<file path="src/rtl/alu_sequencer.sv">
// Accumulator sequencer acting as initiator for an external 3-bit-select ALU.
// One instruction per handshake; the ALU result is written back to the
// accumulator one cycle later, and STORE presents the accumulator on a
// valid/ready result port.
module alu_sequencer #(
    parameter int WIDTH = 8
) (
    input  logic             clk,
    input  logic             rstn,
    input  logic             s_valid,
    output logic             s_ready,
    input  logic [2:0]       s_op,
    input  logic [WIDTH-1:0] s_data,
    output logic             m_valid,
    input  logic             m_ready,
    output logic [WIDTH-1:0] m_data,
    output logic             zero,
    output logic             negative,
    output logic [WIDTH-1:0] alu_bus_a,
    output logic [WIDTH-1:0] alu_bus_b,
    output logic [2:0]       alu_sel,
    input  logic [WIDTH-1:0] alu_out
);

    typedef enum logic [1:0] {
        IDLE = 2'd0,
        EXEC = 2'd1,
        OUT  = 2'd2
    } state_t;

    typedef enum logic [2:0] {
        OP_LOAD  = 3'd0,
        OP_ADD   = 3'd1,
        OP_SUB   = 3'd2,
        OP_MUL   = 3'd3,
        OP_HALF  = 3'd4,
        OP_CLR   = 3'd5,
        OP_STORE = 3'd6,
        OP_NOP   = 3'd7
    } op_t;

    localparam logic [2:0] SEL_PASS = 3'b000;
    localparam logic [2:0] SEL_ADD  = 3'b001;
    localparam logic [2:0] SEL_SUB  = 3'b010;
    localparam logic [2:0] SEL_MUL  = 3'b011;
    localparam logic [2:0] SEL_HALF = 3'b100;

    state_t           state_q, state_d;
    op_t              op_q;
    logic [WIDTH-1:0] data_q;
    logic [WIDTH-1:0] acc_q;
    logic             zero_q;
    logic             neg_q;
    logic             m_valid_q;
    logic [WIDTH-1:0] m_data_q;
    logic             accept;
    logic             writes_acc;

    assign accept     = s_valid && s_ready;
    // LOAD..CLR occupy the low opcodes; STORE and NOP leave acc alone.
    assign writes_acc = (op_q <= OP_CLR);

    // State register
    always_ff @(posedge clk or negedge rstn) begin
        if (!rstn) begin
            state_q <= IDLE;
        end else begin
            state_q <= state_d;
        end
    end

    // Next-state logic
    always_comb begin
        state_d = state_q;
        case (state_q)
            IDLE:    if (accept) state_d = EXEC;
            EXEC:    state_d = (op_q == OP_STORE) ? OUT : IDLE;
            OUT:     if (m_ready) state_d = IDLE;
            default: state_d = IDLE;
        endcase
    end

    // Handshake outputs and ALU drive, all derived from registered state
    always_comb begin
        s_ready   = rstn && (state_q == IDLE);
        alu_sel   = SEL_PASS;
        alu_bus_a = acc_q;
        alu_bus_b = '0;
        if (state_q == EXEC) begin
            case (op_q)
                OP_LOAD: alu_bus_a = data_q;
                OP_ADD: begin
                    alu_sel   = SEL_ADD;
                    alu_bus_b = data_q;
                end
                OP_SUB: begin
                    alu_sel   = SEL_SUB;
                    alu_bus_b = data_q;
                end
                OP_MUL: begin
                    alu_sel   = SEL_MUL;
                    alu_bus_b = data_q;
                end
                OP_HALF: alu_sel   = SEL_HALF;
                OP_CLR:  alu_bus_a = '0;
                default: alu_bus_a = acc_q;
            endcase
        end
    end

    // Instruction latch, accumulator/flags writeback and result register
    always_ff @(posedge clk or negedge rstn) begin
        if (!rstn) begin
            op_q      <= OP_LOAD;
            data_q    <= '0;
            acc_q     <= '0;
            zero_q    <= 1'b1;
            neg_q     <= 1'b0;
            m_valid_q <= 1'b0;
            m_data_q  <= '0;
        end else begin
            if (accept) begin
                op_q   <= op_t'(s_op);
                data_q <= s_data;
            end
            if (state_q == EXEC && writes_acc) begin
                acc_q  <= alu_out;
                zero_q <= (alu_out == '0);
                neg_q  <= alu_out[WIDTH-1];
            end
            if (state_q == EXEC && op_q == OP_STORE) begin
                m_data_q <= acc_q;
            end
            // Valid rises on the STORE execute edge and holds until taken.
            m_valid_q <= (state_q == EXEC && op_q == OP_STORE) ||
                         (state_q == OUT && !m_ready);
        end
    end

    assign m_valid  = m_valid_q;
    assign m_data   = m_data_q;
    assign zero     = zero_q;
    assign negative = neg_q;

endmodule

</file>
<file path="config.mk">
export PLATFORM = sky130hd
export DESIGN_NAME = alu_sequencer
export DESIGN_NICKNAME = d
export VERILOG_FILES = /design/src/rtl/alu_sequencer.sv
export SDC_FILE = /design/constraint.sdc
export NUM_CORES = 1
export LEC_CHECK = 0
export BUFFER_PORTS_ARGS = -buffer_cell sky130_fd_sc_hd__buf_2
export CAP_MARGIN = 20
export CORE_MARGIN = 2
export CORE_UTILIZATION = 33
export DETAILED_ROUTE_END_ITERATION = 7
export PLACE_DENSITY_LB_ADDON = 0.12
export SKIP_CTS_REPAIR_TIMING = 1
export SYNTH_ARGS = -nofsm -noshare
export SYNTH_HDL_FRONTEND = slang
export SYNTH_SLANG_ARGS = --single-unit
export TNS_END_PERCENT = 30
</file>
<file path="constraint.sdc">
create_clock -name clk -period 1.7 [get_ports clk]
set_input_delay 0.255 -clock clk [delete_from_list [all_inputs] [get_ports clk]]
set_output_delay 0.255 -clock clk [all_outputs]
set_load 0.02 [all_outputs]
</file>
==> flow_summary.ini <==
[sta]
fin_crit_ns = 1.90
post-route-worst-setup-slack_ns = -0.196
max_freq_mhz = 527
setup_viol = 16
timing.hold.ws_ns = 0.00974
rsz0062_at_grt = true
fin_skew_ns = 0.00465
slew_headroom_pct = 69.4
finalCritPeriodShare_pct = 112
worst_pin_slew_ns = 0.459
slew_violations = 0
finalHoldViolCount = 0

[pwr]
ir_worst_vdd_mv = 0.677
p_leak_nw = 0.962
power_density_nw_per_um2 = 1370
seq_power_share_pct = 40.2
power_frac_comb_pct = 38.7
p_int_mw = 1.81
power.net_switching_mw = 0.922
swShare_pct = 33.8
power.share.clock_pct = 21.1

[run]
maxCapViolations = 0

[die]
num_rows = 23
dieArea_um2 = 4820
start_util_pct = 34.8
io_pins = 54
design.core.area_um2 = 4060
fp.dieH_um = 69.4
die_w_um = 69.4

[routing]
drtAntennaViolNets = 0
avgRoutedWirePerCell_um = 14.5
routed_wl_um = 3210
route.detailed.drc = 0
vias = 1046
firstDrtPassIters = 2
vias_per_cell = 4.73
drt_iter0_markers = 8

[global_route]
grt_pass1_vias = 1101
antenna_found_initial = 0
grt_start_max_net_pins = 32
grt_pass1_wl_um = 5370
grt-ovfl-total = 0
grt_util_all_layers_pct = 14.4

[placement]
gp_congestion = 0.742
io_buffer_count = 53
placedCellCount = 213
post-place-ws_ns = -0.0197
post_dp_cell_area_um2 = 1820
hpwlAfterDp_um = 2400

[layout]
final_common_cell = buf_2
fin_nets = 193
drive_above_1_share_pct = 65.5
final_area_um2 = 1990
final_cells = 221
num_antenna_cells = 0
layout_common_cells = buf_2 (39), dfrtp_1 (30), mux2_2 (27), buf_4 (22), and2_1 (9)
area_growth_pct = 41.3

[worst_setup_path]
cp_top_family = simple AND/OR/NAND/NOR gates
crit_type = flip-flop to primary output
worst_ep_arrival_time_ns = 1.64
crit_buf_inv = 1
path_cells = nand2b_4, or3_4, a22o_1, buf_2
critPathMaxFanout = 8
cp_num_cells = 4
reg2reg_depth = 4
critical_path_required_ns = 1.44
critPathLaunchType = flip-flop
cpMaxStageDelayCell = or3_4
slowest_delay_ns = 0.45
critPathCaptureType = primary output

[logic_synthesis]
syn-num-nets = 125
postSynthCellCount = 102
synth.distinct_cells = 22
ys_seq_area_share_pct = 55.1
synth_area_um2 = 1410
yosysWarnings = 0
yosys_register_bits = 31
avgSynthCellArea_um2 = 13.8

[clock_network]
clock_latency_ns = 0.27
clk_pin_slew_ns = 0.06
clock_path_buffers = 2
clockRootBuffer = clkbuf_8
tritoncts = done
cts_buffers = 5
cts_max_level = 2
cts.sinks = 31

[status]
status = complete, but fails checks
violations = negative setup slack

[hold_path]
hp-class = primary input to async pin
[layer usage]
metal / vias up / GRT usage, % / share of wire (%)
met5: - / 0 / 0
met4: 0 / 5.23 / 1.7
met3: 7 / 5.96 / 8.5
met2: 40 / 22.2 / 46
met1: 498 / 18.0 / 44
li1: 501 / - / -
[cells by family (layout without fill, tap and decap cells)]
kind of cell	Yosys count	after routing	synth area share (%)
AOI/OAI and AO/OA	8	8	4.96
xor gates and xnor gates	1	1	0.621
buffers and inverters	7	76	3.46
DFF	31	31	55.1
muxes	28	28	22.3
and+or+nand+nor	27	27	13.7
[power by group through the flow]
stage | logic, mW | registers (mW) | clock network (mW)
after global routing | 1.14 | 1.13 | 0.629
after CTS | 0.974 | 1.10 | 0.598
after detailed placement | 0.972 | 1.11 | 0
after floorplan | 0.511 | 1.22 | 0
final | 1.06 | 1.10 | 0.576
after global placement | 0.958 | 1.11 | 0
[state kept, by name (all words and copies together) (netlist names)]
name,cells
m_valid,1
zero,1
op_q,3
state_q,2
data_q,8
m_data,8
acc_q,8
[cell type report]
class,instances,area [µm²]
clock buffer,7,86.3
clock inverter,1,5.00
fill,392,2060
inverter,1,3.75
multi-input combinational,64,623
sequential,31,777
tap,50,62.6
timing repair buffer,67,437
[cell usage after synthesis]
master    instances  area [µm²]
dfstp_2           1        26.3
xor2_1            1        8.76
mux2i_1           1        10.0
dfrtp_1          30         751
buf_6             2        22.5
nand2_1           2        7.51
nor4_4            1        21.3
nor4b_1           1        8.76
buf_4             1        7.51
inv_1             1        3.75
nor4_1            2        12.5
a22o_1            8        70.1
mux2_2           27         304
or2_2             2        12.5
or3_1             1        6.26
nor3_4            1        16.3
buf_2             3        15.0
and2_1            9        56.3
nand2b_1          2        12.5
nor3b_1           4        30.0
nor3_1            1        5.00
nor2_1            1        3.75
[path summary, 6_finish.rpt]
kind,startpoint,endpoint,slack (ns)
min in group clk,s_data[3],data_q[3],0.21
hold reg to reg,zero,zero,0.47
hold / removal,rstn,m_valid,0.01
max in group asynchronous,rstn,zero,1.38
setup reg to reg,state_q[0],acc_q[7],0.10
setup / recovery,state_q[1],alu_bus_a[2],-0.20
[metrics by stage]
| step | util, % | setup TNS (ns) | total power, mW |
|---|---|---|---|
| floorplan | - | 0 | 1.73 |
| global placement | 44.8 | -0.0232 | 2.06 |
| detailed placement | 44.8 | -0.0968 | 2.08 |
| CTS | 47.0 | -4.65 | 2.67 |
| global route | 49.2 | -3.33 | 2.90 |
| finish | 49.2 | -2.10 | 2.73 |
Power figures use the tool's default switching activity.
